**src/rtl/alarm_buzz_ctrl.sv**
```systemverilog
// Alarm ring/snooze sequencer for a wall clock.
// Detects the alarm time (hh:mm:00, rising edge of the match), then beeps the
// buzzer in P_ON_TICKS/P_OFF_TICKS cadence for up to P_RING_TICKS ticks.
// Snooze pauses ringing for P_SNOOZE_TICKS, up to P_MAX_SNOOZE times per event.
// Ports:
//   clk, rst_n                    system clock, async active-low reset
//   i_hour/i_min/i_sec            current time
//   i_alarm_hour/i_alarm_min      alarm set time
//   i_alarm_arm                   level, alarm enabled (low forces idle)
//   i_stop, i_snooze              single-cycle user pulses
//   o_buzz_en                     buzzer enable (beep on phase)
//   o_ringing                     alarm event ringing (on or off phase)
//   o_snoozed                     snooze pause in progress
//   o_snooze_cnt                  snoozes used in the current event
module alarm_buzz_ctrl #(
  parameter int unsigned P_TICK_DIV     = 5000000,
  parameter int unsigned P_ON_TICKS     = 5,
  parameter int unsigned P_OFF_TICKS    = 5,
  parameter int unsigned P_RING_TICKS   = 600,
  parameter int unsigned P_SNOOZE_TICKS = 3000,
  parameter int unsigned P_MAX_SNOOZE   = 3
) (
  input  logic       clk,
  input  logic       rst_n,
  input  logic [4:0] i_hour,
  input  logic [5:0] i_min,
  input  logic [5:0] i_sec,
  input  logic [4:0] i_alarm_hour,
  input  logic [5:0] i_alarm_min,
  input  logic       i_alarm_arm,
  input  logic       i_stop,
  input  logic       i_snooze,
  output logic       o_buzz_en,
  output logic       o_ringing,
  output logic       o_snoozed,
  output logic [1:0] o_snooze_cnt
);

  typedef enum logic [1:0] {
    IDLE     = 2'd0,
    RING_ON  = 2'd1,
    RING_OFF = 2'd2,
    SNOOZE   = 2'd3
  } state_t;

  localparam logic [25:0] TICK_LAST = 26'(P_TICK_DIV - 1);
  localparam logic [15:0] ON_LAST   = 16'(P_ON_TICKS - 1);
  localparam logic [15:0] OFF_LAST  = 16'(P_OFF_TICKS - 1);
  localparam logic [15:0] RING_LAST = 16'(P_RING_TICKS - 1);
  localparam logic [15:0] SNZ_LAST  = 16'(P_SNOOZE_TICKS - 1);
  localparam logic [1:0]  MAX_SNZ   = 2'(P_MAX_SNOOZE);

  state_t      state, state_nx;
  logic [25:0] pre_cnt;
  logic [15:0] phase_cnt;
  logic [15:0] ring_cnt;
  logic [15:0] phase_last;
  logic        match, match_d, trigger;
  logic        tick, phase_done, ring_done;
  logic        snooze_take;
  logic        state_chg;

  assign match   = (i_hour == i_alarm_hour) && (i_min == i_alarm_min) && (i_sec == 6'd0);
  assign trigger = match && !match_d && i_alarm_arm;

  assign tick       = (pre_cnt == TICK_LAST);
  assign ring_done  = tick && (ring_cnt == RING_LAST);
  assign phase_done = tick && (phase_cnt == phase_last);
  assign state_chg  = (state_nx != state);

  always_comb begin
    phase_last = SNZ_LAST;
    if (state == RING_ON)       phase_last = ON_LAST;
    else if (state == RING_OFF) phase_last = OFF_LAST;
  end

  // Priority on a shared edge: disarm/stop, then snooze, then burst expiry,
  // then the on/off phase toggle.
  always_comb begin
    state_nx    = state;
    snooze_take = 1'b0;
    if (!i_alarm_arm) begin
      state_nx = IDLE;
    end else begin
      unique case (state)
        IDLE: begin
          if (trigger) state_nx = RING_ON;
        end
        RING_ON, RING_OFF: begin
          if (i_stop) begin
            state_nx = IDLE;
          end else if (i_snooze && (o_snooze_cnt < MAX_SNZ)) begin
            state_nx    = SNOOZE;
            snooze_take = 1'b1;
          end else if (ring_done) begin
            state_nx = IDLE;
          end else if (phase_done) begin
            state_nx = (state == RING_ON) ? RING_OFF : RING_ON;
          end
        end
        SNOOZE: begin
          if (i_stop)          state_nx = IDLE;
          else if (phase_done) state_nx = RING_ON;
        end
        default: state_nx = IDLE;
      endcase
    end
  end

  always_ff @(posedge clk or negedge rst_n) begin
    if (!rst_n) begin
      state        <= IDLE;
      match_d      <= 1'b1;
      pre_cnt      <= '0;
      phase_cnt    <= '0;
      ring_cnt     <= '0;
      o_snooze_cnt <= '0;
    end else begin
      state   <= state_nx;
      match_d <= match;

      // Restarting the prescaler on every transition keeps each dwell an
      // exact multiple of the tick period.
      if (state_chg || tick) pre_cnt <= '0;
      else                   pre_cnt <= pre_cnt + 1'b1;

      if (state_chg)                   phase_cnt <= '0;
      else if (tick && state != IDLE)  phase_cnt <= phase_cnt + 1'b1;

      // Burst length spans both beep phases; only a fresh burst restarts it.
      if ((state == IDLE || state == SNOOZE) && state_nx == RING_ON)
        ring_cnt <= '0;
      else if (tick && (state == RING_ON || state == RING_OFF))
        ring_cnt <= ring_cnt + 1'b1;

      if (state_nx == IDLE) o_snooze_cnt <= '0;
      else if (snooze_take) o_snooze_cnt <= o_snooze_cnt + 1'b1;
    end
  end

  assign o_buzz_en = (state == RING_ON);
  assign o_ringing = (state == RING_ON) || (state == RING_OFF);
  assign o_snoozed = (state == SNOOZE);

endmodule

```
**config.mk**
```make
export PLATFORM = sky130hd
export DESIGN_NAME = alarm_buzz_ctrl
export DESIGN_NICKNAME = d
export VERILOG_FILES = /design/src/rtl/alarm_buzz_ctrl.sv
export SDC_FILE = /design/constraint.sdc
export NUM_CORES = 1
export LEC_CHECK = 0
export ABC_AREA = 1
export CAP_MARGIN = 5
export CORE_MARGIN = 3
export CORE_UTILIZATION = 60
export CTS_BUF_LIST = sky130_fd_sc_hd__clkbuf_16
export DETAILED_ROUTE_END_ITERATION = 10
export PLACE_DENSITY = 0.88
export SLEW_MARGIN = 0
export SYNTH_ARGS = -nofsm -noshare
export SYNTH_HDL_FRONTEND = slang
export SYNTH_SLANG_ARGS = --single-unit
```
**constraint.sdc**
```tcl
create_clock -name clk -period 4.3 [get_ports clk]
set_input_delay 1.075 -clock clk [delete_from_list [all_inputs] [get_ports clk]]
set_output_delay 1.075 -clock clk [all_outputs]
set_load 0.05 [all_outputs]
```
==> flow_summary.ini, run 1 <==
[pwr]
p_sw_frac = 0.371
clkPwrFrac = 0.340
p_leak_uw = 0.00203
switching_power_uw = 824
vdd_ir_drop_max_uv = 287
power_density_mw_per_mm2 = 476
pwr-share-comb = 0.304
p_int_uw = 1400
seqPwrFrac = 0.356

[drt]
vias = 3655
ant_nets = 0
vias_per_cell = 5.58
wl_per_cell_um = 13.6
dr.pass1.iters = 6
first_iter_violations = 215
wirelength_mm = 8.90
drc = 0

[critical_path]
path_cells = inv_1 -> ha_1 -> clkdlybuf4s50_1
cp_top_family = buffers and inverters
reg2reg_to = ring_cnt[0]
crit_path_top_delay_cell = clkdlybuf4s50_1
critical_path_class = reg -> out
crit_buf_inv = 2
worst_ep_required_time_ns = 3.22
setup.worst_path.start = state[1]
arrival_ns = 2.18
critPathMaxStageDelay_ns = 0.86
crit_fanout = 6
rr_startpoint = state[1]
reg2reg_depth = 19
crit_path_start_kind = register
ff2ff_setup_slack_ns = 1.14
cp-end-kind = output port
cp.depth = 3

[grt]
grtUsageTotal = 0.263
grt_first_pass_wirelength_mm = 16.0
grt_max_degree = 44
grt_pass1_vias = 3629
grt.overflow.total = 0
antenna_found_initial = 0

[cts]
cts_setup_buffers = 0
htree_levels = 3
clk-insertion-delay-late_ns = 0.33
clock-sinks = 63
numCtsBuffers = 9
root_buffer = clkbuf_16
cts_tree = built
cts_resized = 0
ctsHoldBuffers = 0
path_clk_slew_ns = 0.05
clk_path_buf_depth = 2

[sta]
min_period_over_period = 0.756
finalHoldViolations = 0
worst_slew_pin_slew_ns = 0.927
holdWs_ns = 0.463
fmax_mhz = 308
finalCriticalPeriod_ns = 3.25
setup-violations-final = 0
rsz0062_at_grt = false
fin_skew_ns = 0.00480
slew_viol_final = 0
max_slew_margin = 0.382
setup_tns_ns = 0

[die]
die_area_mm2 = 0.00757
die_h_um = 87.0
initial_utilization = 0.642
rows = 28
pin_count = 38
coreArea_mm2 = 0.00613
die_w_um = 87.0

[cells_and_area]
postLayoutCoreUtil = 0.761
drive_above_1_share = 0.0914
num_antenna_cells = 0
area_growth_pct = 18.5
fin_nets = 616

[min_path]
worst_hold_path_type = reg -> reg
min-delay-start = pre_cnt[0]
min_to = pre_cnt[0]
holdPathStages = 1

[synth]
yosysMostFrequentCell = nor2_1
synth_flop_cell = dfrtp_1
synth_top_area_cell = dfrtp_1
syn_inst = 532
yosys-top-cells-area = dfrtp_1 39%, nor2_1 9.4%, nand2_1 9.3%
netlist_area_mm2 = 0.00394
yosysTopAreaCellShare = 0.394
synth_edf_count = 0
syn_avg_cell_area_um2 = 7.40
ys_types = 32
ys_top_cells_by_count = 99 x nor2_1, 98 x nand2_1, 65 x inv_1
synth_seq_cells = 63
ys_warn_count = 0
async_reset_ff_frac = 1.00
yosysSeqAreaShare = 0.401
syn_nets = 572

[placement]
port_buffers = 37
post-dp-hpwl_mm = 6.16
place_congestion = 0.910

[job]
drv_cap = 0

[run_status]
outcome = finished, final reports clean
-- power groups by stage --
stage | Combinational (µW) | Sequential (µW) | Clock, µW
final | 675 | 791 | 755
after global routing | 761 | 803 | 785
after CTS | 679 | 788 | 756
after detailed placement | 665 | 794 | 0
after global placement | 639 | 791 | 0
after floorplan | 549 | 775 | 0
-- state kept, by name, indices dropped and copies added, names as in the netlist --
name	flops
pre_cnt	26
match_d	1
state	2
phase_cnt	16
ring_cnt	16
o_snooze_cnt	2
-- per-stage QoR --
stage | power [µW] | setup WS (ns) | area (µm²) | instances
2_1_floorplan | 1320 | 1.68 | 3940 | 532
6_report | 2220 | 1.05 | 4670 | 655
3_3_place_gp | 1430 | 1.08 | 4360 | 640
3_5_place_dp | 1460 | 0.963 | 4360 | 640
4_1_cts | 2220 | 1.06 | 4670 | 655
5_1_grt | 2350 | 0.892 | 4670 | 655
-- kinds of logic (layout without fill, tap and decap cells) --
family / Yosys count / in the layout / share of synthesized area
and+or+nand+nor: 318 / 318 / 0.368
buffers and inverters: 74 / 122 / 0.0775
DFF: 63 / 63 / 0.401
xor gates and xnor gates: 44 / 44 / 0.0978
AOI/OAI and AO/OA: 26 / 26 / 0.0343
adders and majority gates: 7 / 7 / 0.0222
-- how the worst max path moves through the flow --
stage                   end  slack (ns)
2_1_floorplan   pre_cnt[10]        1.68
3_3_place_gp    ring_cnt[0]        1.08
3_5_place_dp   ring_cnt[15]        0.96
4_1_cts           o_ringing        1.06
5_1_grt         ring_cnt[1]        0.89
6_report          o_ringing        1.05
-- cell usage in the layout, fill, tap and decap left out, types with 12 or more instances in the layout --
master and count:
clkdlybuf4s50_1 36, nor2_1 99, dfrtp_1 62, nand2_1 98, nor3_1 34, inv_1 66, nand3_1 31, a21oi_1 12
nor2_2 23, xor2_1 28, xnor2_1 16
-- final cells by class --
type                       instances  area, µm²
fill                             456       1470
clock inverter                     6       77.6
inverter                          68        255
multi-input combinational        395       2060
tap                               75       93.8
timing repair buffer              39        380
sequential                        63       1580
clock buffer                       9        225
-- layer usage --
layer | global-route usage | share of wire | vias up
met1 | 0.311 | 0.41 | 1698
met3 | 0.0577 | 0.058 | 27
met4 | 0.0836 | 0.022 | 0
li1 | - | - | 1770
met5 | 0 | 0 | -
met2 | 0.471 | 0.51 | 160
Power figures use the tool's default switching activity.
==> run 2: changes to the inputs <==
- CORE_UTILIZATION: 60 -> 58
- PLACE_DENSITY: 0.88 -> 0.86
- clock period: 4.3 -> 3.2 ns (I/O delays scaled with it)
==> run 2 against run 1 <==
Compared with the run above: clock skew grew 0.0022 ns; register-to-register slack worse by 0.88 ns; sequential power grew 35%; sequential cell count unchanged; final cell count rose by 0.61%; non-clock buffer count rose by 1; sequential share of layout area shrank 0.11 points; worst hold slack worse by 0.0011 ns.
==> flow_summary.ini, run 2 (same netlist as run 1, synthesis figures left out) <==
[critical_path]
cp_top_family = buffers and inverters
path_cells = inv_1 -> ha_1 -> clkdlybuf4s50_1
worst_ep_required_time_ns = 2.40
critPathMaxStageDelay_ns = 0.86
crit_buf_inv = 2
crit_path_start_kind = register
arrival_ns = 2.22
ff2ff_setup_slack_ns = 0.26
crit_path_top_delay_cell = clkdlybuf4s50_1
crit_fanout = 6
cp-end-kind = output port
critical_path_class = reg -> out

[pwr]
vdd_ir_drop_max_uv = 368
p_leak_uw = 0.00202
p_int_uw = 1810
switching_power_uw = 1120
clkPwrFrac = 0.313
seqPwrFrac = 0.364
pwr-share-comb = 0.324
finalPower_uw = 2930
p_sw_frac = 0.382
power_density_mw_per_mm2 = 627

[sta]
setup_tns_ns = 0
rsz0062_at_grt = false
finalHoldViolations = 0
fmax_mhz = 331
max_slew_margin = 0.638
finalCriticalPeriod_ns = 3.02
fin_skew_ns = 0.00696
slew_viol_final = 0
setup-violations-final = 0
worst_slew_pin_slew_ns = 0.539
min_period_over_period = 0.944

[grt]
antenna_found_initial = 0
grt.overflow.total = 0
grt_pass1_vias = 3509
grt_first_pass_wirelength_mm = 15.0
grtUsageTotal = 0.242
grt_max_degree = 64

[die]
coreArea_mm2 = 0.00646
initial_utilization = 0.610
die_h_um = 88.4
die_w_um = 88.4
rows = 29
pin_count = 38
die_area_mm2 = 0.00782

[cells_and_area]
drive_above_1_share = 0.0911
top_register = pre_cnt
top_regs = pre_cnt (26), phase_cnt (16), ring_cnt (16)
final_common_cell = nor2_1
largest_reg_flops = 26
postLayoutCoreUtil = 0.725
layout_common_cells = 99 x nor2_1, 98 x nand2_1, 65 x inv_1, 62 x dfrtp_1, 36 x clkdlybuf4s50_1
fin_cells = 659
fin_nets = 618
num_antenna_cells = 0
fillers = 519
area_growth_pct = 18.8

[cts]
numCtsBuffers = 9
clk_path_buf_depth = 2
root_buffer = clkbuf_16
path_clk_slew_ns = 0.05
ctsHoldBuffers = 0
clk-insertion-delay-late_ns = 0.32
cts_tree = built
clock-sinks = 63
htree_levels = 3

[job]
drv_cap = 0

[drt]
ant_nets = 0
vias = 3555
wirelength_mm = 8.75
dr.pass1.iters = 6
first_iter_violations = 208
drc = 0
wl_per_cell_um = 13.3
vias_per_cell = 5.39

[placement]
post-dp-hpwl_mm = 5.97
dp.cells = 643
place_congestion = 0.892
port_buffers = 37

[run_status]
outcome = finished, final reports clean

[min_path]
worst_hold_path_type = reg -> reg
## run 2: cell count changes in the layout (fill, tap and decap cells not counted)
cell / change
buf_12: +1
bufinv_16: -1
clkinv_1: +3
clkinv_2: -2
clkinvlp_4: +1
inv_1: -1
nand3_4: +1
## run 2: final timing paths
check	from	end	cells past startpoint
worst max-delay path	state[1]	o_ringing	3
worst max register to register	state[1]	phase_cnt[12]	19
worst min-delay path	pre_cnt[0]	pre_cnt[0]	1
worst min register to register	pre_cnt[0]	pre_cnt[0]	1
max in group asynchronous	rst_n	match_d	2
min in group asynchronous	rst_n	pre_cnt[3]	2
## run 2: layout make-up
type | instances | area [µm²] | share of cell area
flip-flops and latches | 63 | 1580 | 0.337
repair buffers | 40 | 400 | 0.0855
inverters | 68 | 255 | 0.0545
clock buffers | 9 | 225 | 0.0481
clock inverters | 6 | 52.6 | 0.0112
well taps | 77 | 96.3 | 0.0206
multi-input cells | 396 | 2070 | 0.443
## run 2: repair_timing
action                     4_1_cts  5_1_grt
buffers inserted                 0        0
resized for setup                0        1
setup endpoints to repair        0       25
## run 2: routing by layer
| layer | vias to the layer above | routed length, µm | global-route usage |
|---|---|---|---|
| met2 | 136 | 4180 | 0.406 |
| met4 | 0 | 169 | 0.117 |
| li1 | 1778 | - | - |
| met1 | 1621 | 3780 | 0.301 |
| met5 | - | 0 | 0 |
| met3 | 20 | 623 | 0.0447 |
## run 2: stage by stage
step	cell area, µm²	setup slack, ns	hold slack (ns)
5_1_grt	4680	0.00603	0.489
3_3_place_gp	4390	0.357	0.448
2_1_floorplan	3940	0.580	0.432
3_5_place_dp	4390	0.213	0.460
6_report	4680	0.180	0.461
4_1_cts	4660	0.183	0.466
## run 2: worst reg2reg max path: stages, from the launching register on
cell,delay [ns]
dfrtp_1,0.45
inv_1,0.11
ha_1,0.47
inv_2,0.18
nor2_1,0.12
nand2_1,0.06
nand2_1,0.07
nand3_1,0.07
nor2_1,0.15
nand2_1,0.13
nand3_1,0.09
nand2_1,0.06
inv_1,0.06
nand2_1,0.08
nand2_2,0.10
nand2_1,0.06
nand2_1,0.07
inv_2,0.07
nand2_2,0.27
nor2_1,0.11
## run 2: power groups by stage
| stage | combinational [µW] | clock, µW | sequential, µW |
|---|---|---|---|
| after detailed placement | 895 | 0 | 1070 |
| after global placement | 865 | 0 | 1070 |
| final | 949 | 917 | 1070 |
| after floorplan | 738 | 0 | 1040 |
| after CTS | 908 | 933 | 1060 |
| after global routing | 1060 | 964 | 1080 |
==> run 3: changes to the inputs <==
- CORE_MARGIN: 3 -> 2
- GPL_ROUTABILITY_DRIVEN: not set -> 0
- PLACE_DENSITY: 0.86 -> 0.81
==> run 3 against run 2 <==
Compared with the run above: first-iteration DRC count up 14%; global-route usage is 0.33 points higher; combinational power is 3.1% lower; utilization shrank 2.2 points; count of clock-buffer cells in the layout unchanged; non-clock buffer count stayed put; setup slack improved by 0.061 ns; power increased by 0.26%; critical path depth unchanged; worst hold slack got worse by 0.0056 ns; routed wire length decreased by 0.69%; final cell count is 0.61% higher; critical endpoint unchanged; highest routed layer unchanged.
==> flow_summary.ini, run 3 (same netlist as run 1, synthesis figures left out) <==
[drt]
vias_per_cell = 5.43
drc = 0
wl_per_cell_um = 13.1
first_iter_violations = 237
vias = 3598
ant_nets = 0
dr.pass1.iters = 6
wirelength_mm = 8.69

[die]
coreArea_mm2 = 0.00668
pin_count = 38
die_area_mm2 = 0.00747
die_h_um = 86.4
die_w_um = 86.4
rows = 30
initial_utilization = 0.590

[grt]
grt.overflow.total = 0
antenna_found_initial = 0
grt_pass1_vias = 3440
grtUsageTotal = 0.245
grt_first_pass_wirelength_mm = 14.8
grt_max_degree = 34

[critical_path]
cp-endpoint = o_ringing
critical_path_class = reg -> out
arrival_ns = 2.16
crit_fanout = 6
cp-end-kind = output port
ff2ff_setup_slack_ns = 0.35
setup.worst_path.start = state[1]
crit_path_start_kind = register
reg2reg_depth = 16
rr_startpoint = state[1]
reg2reg_to = ring_cnt[3]
worst_ep_required_time_ns = 2.40

[cells_and_area]
fin_nets = 618
num_antenna_cells = 0
drive_above_1_share = 0.0978
top_regs = pre_cnt (26), phase_cnt (16), ring_cnt (16)
final_common_cell = nor2_1
postLayoutCoreUtil = 0.703
top_register = pre_cnt
largest_reg_flops = 26
fillers = 542
multi_input_area_mm2 = 0.00207
layout_common_cells = 99 x nor2_1, 98 x nand2_1, 66 x inv_1, 62 x dfrtp_1, 36 x clkdlybuf4s50_1
area_growth_pct = 19.3
register_area_mm2 = 0.00158

[cts]
clk_path_buf_depth = 2
root_buffer = clkbuf_16
cts_tree = built
numCtsBuffers = 9
path_clk_slew_ns = 0.05
cts_setup_buffers = 0
clk-insertion-delay-late_ns = 0.33
htree_levels = 3
clock-sinks = 63

[sta]
finalCriticalPeriod_ns = 2.96
max_slew_margin = 0.543
setup_tns_ns = 0
fmax_mhz = 338
setup-violations-final = 0
min_period_over_period = 0.925
worst_slew_pin_slew_ns = 0.685
finalHoldViolations = 0
holdWs_ns = 0.456
slew_viol_final = 0
rsz0062_at_grt = false
fin_skew_ns = 0.00413

[placement]
port_buffers = 37
post-dp-hpwl_mm = 6.06

[pwr]
power_density_mw_per_mm2 = 626
vdd_ir_drop_max_uv = 316
p_leak_uw = 0.00204

[job]
drv_cap = 0

[min_path]
worst_hold_path_type = reg -> reg

[run_status]
outcome = finished, final reports clean
## run 3: cell count changes in the layout (fill, tap and decap cells not counted)
| cell | delta |
|---|---|
| clkinv_1 | -4 |
| clkinv_2 | +3 |
| clkinv_4 | +1 |
| inv_1 | +1 |
## run 3: area by class of cell
type | instances | area share
Multi-Input combinational cell | 396 | 0.441
Clock buffer | 9 | 0.0479
Clock inverter | 7 | 0.0139
Tap cell | 80 | 0.0213
Inverter | 68 | 0.0543
Sequential cell | 63 | 0.336
Timing Repair Buffer | 40 | 0.0852
## run 3: worst max-delay path, cell delays in order (launching register included)
cell             delay [ns]
dfrtp_1                0.45
inv_1                  0.11
ha_1                   0.42
clkdlybuf4s50_1        0.85
## run 3: power by group
| group | internal [µW] | total, µW | switching, µW |
|---|---|---|---|
| registers | 923 | 1060 | 141 |
| logic | 301 | 920 | 619 |
| clock network | 596 | 955 | 359 |
## run 3: what timing repair did
action,in CTS,in global routing
setup endpoints to repair,0,18
endpoints found under the hold margin,0,0
hold buffers,0,0
resized for setup,0,1
## run 3: layer usage
metal | vias to the layer above | routed length, µm | global-route usage
met4 | 0 | 158 | 0.0966
met1 | 1662 | 3810 | 0.304
met2 | 136 | 4210 | 0.422
met5 | - | 0 | 0
met3 | 21 | 514 | 0.0467
li1 | 1779 | - | -
## run 3: how the worst min path moves through the flow
stage               startpoint          to  cells after the start
floorplan           pre_cnt[0]  pre_cnt[0]                      1
global placement    pre_cnt[0]  pre_cnt[0]                      1
detailed placement  pre_cnt[0]  pre_cnt[0]                      1
CTS                 pre_cnt[0]  pre_cnt[0]                      1
global route        pre_cnt[0]  pre_cnt[0]                      1
finish              pre_cnt[0]  pre_cnt[0]                      1
## run 3: through the flow
stage	instances	instance area, µm²	setup slack (ns)	power [µW]
after floorplan	532	3940	0.580	1780
after global placement	646	4390	0.369	1940
after detailed placement	646	4390	0.230	1950
after CTS	662	4680	0.223	2920
after global routing	663	4700	0.0457	3130
final	663	4700	0.241	2940
